<file path="src/rtl/outerprodrc_reader.sv">
// Clear/run/readout sequencer for the outerprodrc rate-coded outer-product array.
// Optional macro OUTERPRODRC_READER_SKIPZERO_EN: drain presents only nonzero entries.
module outerprodrc_reader #(
    parameter int ROWNUM      = 2,
    parameter int COLNUM      = 2,
    parameter int BITWIDTH    = 4,
    parameter int OUTBITWIDTH = 8,
    localparam int RW = (ROWNUM > 1) ? $clog2(ROWNUM) : 1,
    localparam int CW = (COLNUM > 1) ? $clog2(COLNUM) : 1
) (
    input  logic                                 iClk,
    input  logic                                 iRstN,
    input  logic                                 iStart,
    output logic                                 oBusy,
    output logic                                 oEn,
    output logic                                 oClr,
    input  logic [ROWNUM*COLNUM*OUTBITWIDTH-1:0] iData,
    output logic                                 oValid,
    input  logic                                 iReady,
    output logic [OUTBITWIDTH-1:0]               oData,
    output logic [RW-1:0]                        oRow,
    output logic [CW-1:0]                        oCol,
    output logic                                 oLast,
    output logic                                 oDone
);
    localparam int N  = 1 << (BITWIDTH - 1);
    localparam int NE = ROWNUM * COLNUM;
    localparam int IW = (NE > 1) ? $clog2(NE) : 1;

    typedef enum logic [2:0] {IDLE, CLR, RUN, SETTLE, DRAIN} state_t;

    state_t                     state, state_nxt;
    logic [BITWIDTH-1:0]        run_cnt;
    logic [NE*OUTBITWIDTH-1:0]  shadow;
    logic [NE*OUTBITWIDTH-1:0]  src;
    logic [IW-1:0]              idx;
    logic                       hs;
    logic                       found;
    logic                       last;
    int                         start_i;
    int                         sel;

    assign hs = oValid & iReady;

    // Entry selection: the snapshot is taken from the live bus on the SETTLE
    // edge, afterwards only the shadow copy is consulted.
    always_comb begin
        src     = shadow;
        start_i = int'(idx) + 1;
        if (state == SETTLE) begin
            src     = iData;
            start_i = 0;
        end
`ifdef OUTERPRODRC_READER_SKIPZERO_EN
        found = 1'b0;
        sel   = 0;
        for (int k = NE - 1; k >= 0; k--) begin
            if (k >= start_i && src[k*OUTBITWIDTH +: OUTBITWIDTH] != '0) begin
                found = 1'b1;
                sel   = k;
            end
        end
        last = 1'b1;
        for (int k = 0; k < NE; k++) begin
            if (k > sel && src[k*OUTBITWIDTH +: OUTBITWIDTH] != '0) last = 1'b0;
        end
`else
        found = (start_i < NE);
        sel   = start_i;
        last  = (start_i == NE - 1);
`endif
    end

    always_comb begin
        state_nxt = state;
        case (state)
            IDLE:    if (iStart) state_nxt = CLR;
            CLR:     state_nxt = RUN;
            RUN:     if (run_cnt == BITWIDTH'(N - 1)) state_nxt = SETTLE;
            SETTLE:  state_nxt = found ? DRAIN : IDLE;
            DRAIN:   if (hs && oLast) state_nxt = IDLE;
            default: state_nxt = IDLE;
        endcase
    end

    always_ff @(posedge iClk or negedge iRstN) begin
        if (!iRstN) state <= IDLE;
        else        state <= state_nxt;
    end

    // Control outputs are registered from the next state so they line up with it.
    always_ff @(posedge iClk or negedge iRstN) begin
        if (!iRstN) begin
            oBusy   <= 1'b0;
            oEn     <= 1'b0;
            oClr    <= 1'b0;
            oDone   <= 1'b0;
            run_cnt <= '0;
        end else begin
            oBusy   <= (state_nxt != IDLE);
            oEn     <= (state_nxt == RUN);
            oClr    <= (state_nxt == CLR);
            oDone   <= (state != IDLE) && (state_nxt == IDLE);
            run_cnt <= (state == RUN) ? run_cnt + 1'b1 : '0;
        end
    end

    always_ff @(posedge iClk or negedge iRstN) begin
        if (!iRstN) begin
            shadow <= '0;
            idx    <= '0;
            oValid <= 1'b0;
            oData  <= '0;
            oRow   <= '0;
            oCol   <= '0;
            oLast  <= 1'b0;
        end else if (state == SETTLE || (state == DRAIN && hs)) begin
            if (state == SETTLE) shadow <= iData;
            if (state_nxt == DRAIN) begin
                oValid <= 1'b1;
                idx    <= IW'(sel);
                oData  <= src[sel*OUTBITWIDTH +: OUTBITWIDTH];
                oRow   <= RW'(sel / COLNUM);
                oCol   <= CW'(sel % COLNUM);
                oLast  <= last;
            end else begin
                oValid <= 1'b0;
                idx    <= '0;
                oData  <= '0;
                oRow   <= '0;
                oCol   <= '0;
                oLast  <= 1'b0;
            end
        end
    end

endmodule
</file>
<file path="config.mk">
export PLATFORM = sky130hd
export DESIGN_NAME = outerprodrc_reader
export DESIGN_NICKNAME = d
export VERILOG_FILES = /design/src/rtl/outerprodrc_reader.sv
export SDC_FILE = /design/constraint.sdc
export NUM_CORES = 1
export LEC_CHECK = 0
export BUFFER_PORTS_ARGS = -buffer_cell sky130_fd_sc_hd__buf_2
export CORE_MARGIN = 3
export CORE_UTILIZATION = 49
export DETAILED_ROUTE_END_ITERATION = 12
export PLACE_DENSITY = 0.76
export SETUP_SLACK_MARGIN = 0.1
export SLEW_MARGIN = 10
export SYNTH_ARGS = -nofsm -noshare
export SYNTH_HDL_FRONTEND = slang
export SYNTH_SLANG_ARGS = --single-unit
</file>
<file path="constraint.sdc">
create_clock -name iClk -period 1.8 [get_ports iClk]
set_clock_uncertainty 0.2 [all_clocks]
set_input_delay 0.09 -clock iClk [delete_from_list [all_inputs] [get_ports iClk]]
set_output_delay 0.09 -clock iClk [all_outputs]
set_load 0.1 [all_outputs]
</file>
==> flow_summary.ini <==
[outcome]
status = finished with violations
violations = setup timing

[grt]
grt_max_degree = 44
antenna_found_initial = 0
grt_pass1_wl_um = 10500
grt_pass1_vias = 2246
overflow = 0
grtUsageTotal = 0.222

[synth]
yosysMostFrequentCell = nand2_1
synth_flop_cell = dfrtp_1
synth_seq_area_share = 0.553
synthDistinctLibCells = 30
synth_top_area_cell = dfrtp_1
synth_fp_nets = 295
synth_area_leaders = dfrtp_1, nand2_1, mux4_2, a21boi_0, nand3_1
synth_area_sq_um = 2490
yosysWarnings = 0
async_flop_share = 1.00
synth_top_area_share = 0.553
netlist_instances = 257
yosys-top-cells-count = nand2_1, dfrtp_1, nand3_1, o21ai_0, a21boi_0
ys_seq_elements = 55
synth_edf_count = 0
synth_area_per_cell_sq_um = 9.68

[clock_tree]
cts_buffer_depth = 2
clock-sinks = 55
clkSlewWorstSetupHoldPaths_ns = 0.10
cts-root-buf = clkbuf_8
insertion_delay_ns = 0.30
htree_levels = 2
cts_buffers = 5
cts_tree = yes

[cells_and_area]
fill_cells = 365
seq_area_sq_um = 1390
multi_input_area_sq_um = 1100
final_util = 0.720
syn_to_final_growth_pct = 39.4
fin_nets = 390
num_antenna_cells = 0
drive_above_1_share = 0.280

[min_path]
hold_class = in2reg

[timing]
fin_ws_ns = -0.0649
setup-violations-final = 7
clock.fmax_ghz = 0.536
rsz0062_at_grt = true
period_share = 1.04
timing.hold.ws_ns = 0.0205
hold_viol_final = 0
slew_violations = 0
period_needed_ns = 1.86
tightest_slew_ns = 0.588
relSlewSlack = 0.608

[die]
initial_core_util = 0.516
core_area_sq_um = 4820
fp.dieW_um = 77.3
die_y_um = 77.3
row_count = 25
dieArea_sq_um = 5970
io_pins = 52

[placement]
numPortBuffers = 51
place.gp.congestion = 0.893
place_hpwl_um = 4020

[detailed_routing]
drt_iter0_markers = 166
wl_per_cell_um = 15.1
via_per_inst = 5.35
totalWireLength_um = 6340
drc = 0
vias = 2246
ant_nets = 0
dr.pass1.iters = 4

[job]
drv_cap = 0

[pwr]
max-vdd-ir-drop_v = 0.00110
p_leak_nw = 1.67
power_density_nw_per_um2 = 1910

[critical_path]
endpoint_kind = flop
cp_max_fo = 4
path_class = reg2reg
required_ns = 1.80
startpoint_type = flop
crit_arrival_ns = 1.86
[cell families after synthesis]
family / after synthesis / share of synthesized area
AO/OA/AOI/OAI: 37 / 0.0915
XOR/XNOR: 2 / 0.00704
adder cells (fa/ha/maj): 2 / 0.0101
buffers and inverters: 16 / 0.0272
flip-flops: 55 / 0.553
multiplexers: 8 / 0.0724
AND/OR/NAND/NOR: 137 / 0.238
[path summary, 6_finish.rpt]
check | startpoint | endpoint | slack, ns | depth (start not counted)
worst max-delay path | oRow$_DFFE_PN0P_ | oData[2]$_DFFE_PN0P_ | -0.06 | 6
worst min-delay path | iReady | oCol$_DFFE_PN0P_ | 0.02 | 4
worst max register to register | oRow$_DFFE_PN0P_ | oData[2]$_DFFE_PN0P_ | -0.06 | 6
worst min register to register | run_cnt[0]$_DFF_PN0_ | run_cnt[0]$_DFF_PN0_ | 0.28 | 1
max in group asynchronous | iRstN | shadow[14]$_DFFE_PN0P_ | 0.71 | 3
min in group asynchronous | iRstN | run_cnt[2]$_DFF_PN0_ | 0.12 | 2
[cells in the final DEF, fill, tap and decap left out, types with 2 or more instances in the layout]
master,Yosys,layout
a21boi_0,10,10
nand3_2,0,4
o22ai_1,8,8
dfrtp_2,0,3
buf_12,0,4
nand2b_1,3,3
dlygate4sd3_1,0,34
nand2_1,102,102
and2_1,2,2
buf_2,6,50
nand3_1,11,7
o21ai_0,11,5
o21ai_2,0,2
dfrtp_4,0,2
o21ai_1,0,4
dfrtp_1,55,50
clkbuf_8,0,7
buf_4,0,15
a21oi_1,5,5
mux4_2,8,8
nor2_1,8,8
[layout make-up]
type | instances | area share
sequential | 55 | 0.400
multi-input combinational | 186 | 0.318
timing repair buffer | 104 | 0.229
clock buffer | 8 | 0.0289
tap | 67 | 0.0242
[power breakdown]
part,leakage (nW),switching [mW],total (mW),internal (mW)
Combinational,0.940,2.35,3.71,1.36
Sequential,0.676,0.372,2.19,1.82
Clock,0.0515,0.387,0.739,0.352
[repair_timing]
| item | in CTS | in global routing |
|---|---|---|
| hold endpoints to repair | 66 | 0 |
| buffers inserted | 2 | 3 |
| pin swaps | 1 | 1 |
| endpoints found under the setup margin | 9 | 15 |
| resized for setup | 3 | 10 |
| hold buffers | 34 | 0 |
[state kept, by name, summed over array words and instances (netlist names), 3 cells and up]
register,cells
run_cnt,4
oData,8
state,3
shadow,32
[critical path: stages (launching register included)]
cell and delay [ns]:
dfrtp_4 0.50, ha_4 0.31, buf_4 0.16, buf_4 0.11, mux4_2 0.27, nand3_1 0.12
o21ai_0 0.09
[through the flow]
stage	setup TNS, ns	cells	cell area [sq um]	worst slack (ns)	power, mW
6_report	-0.343	420	3470	-0.0649	6.64
5_1_grt	-0.705	420	3470	-0.117	7.01
3_5_place_dp	-0.169	373	2920	-0.0442	5.48
4_1_cts	-0.211	417	3390	-0.0503	6.37
3_3_place_gp	0	373	2920	0.00233	5.36
2_1_floorplan	-1.16	257	2530	-0.196	4.72
[per-layer routing]
metal	global-route usage	up-vias	routed length, um
met1	0.275	1079	2450
li1	-	1054	-
met2	0.385	91	3380
met5	0	-	0
met4	0.0801	0	138
met3	0.0423	22	373
Power figures use the tool's default switching activity.
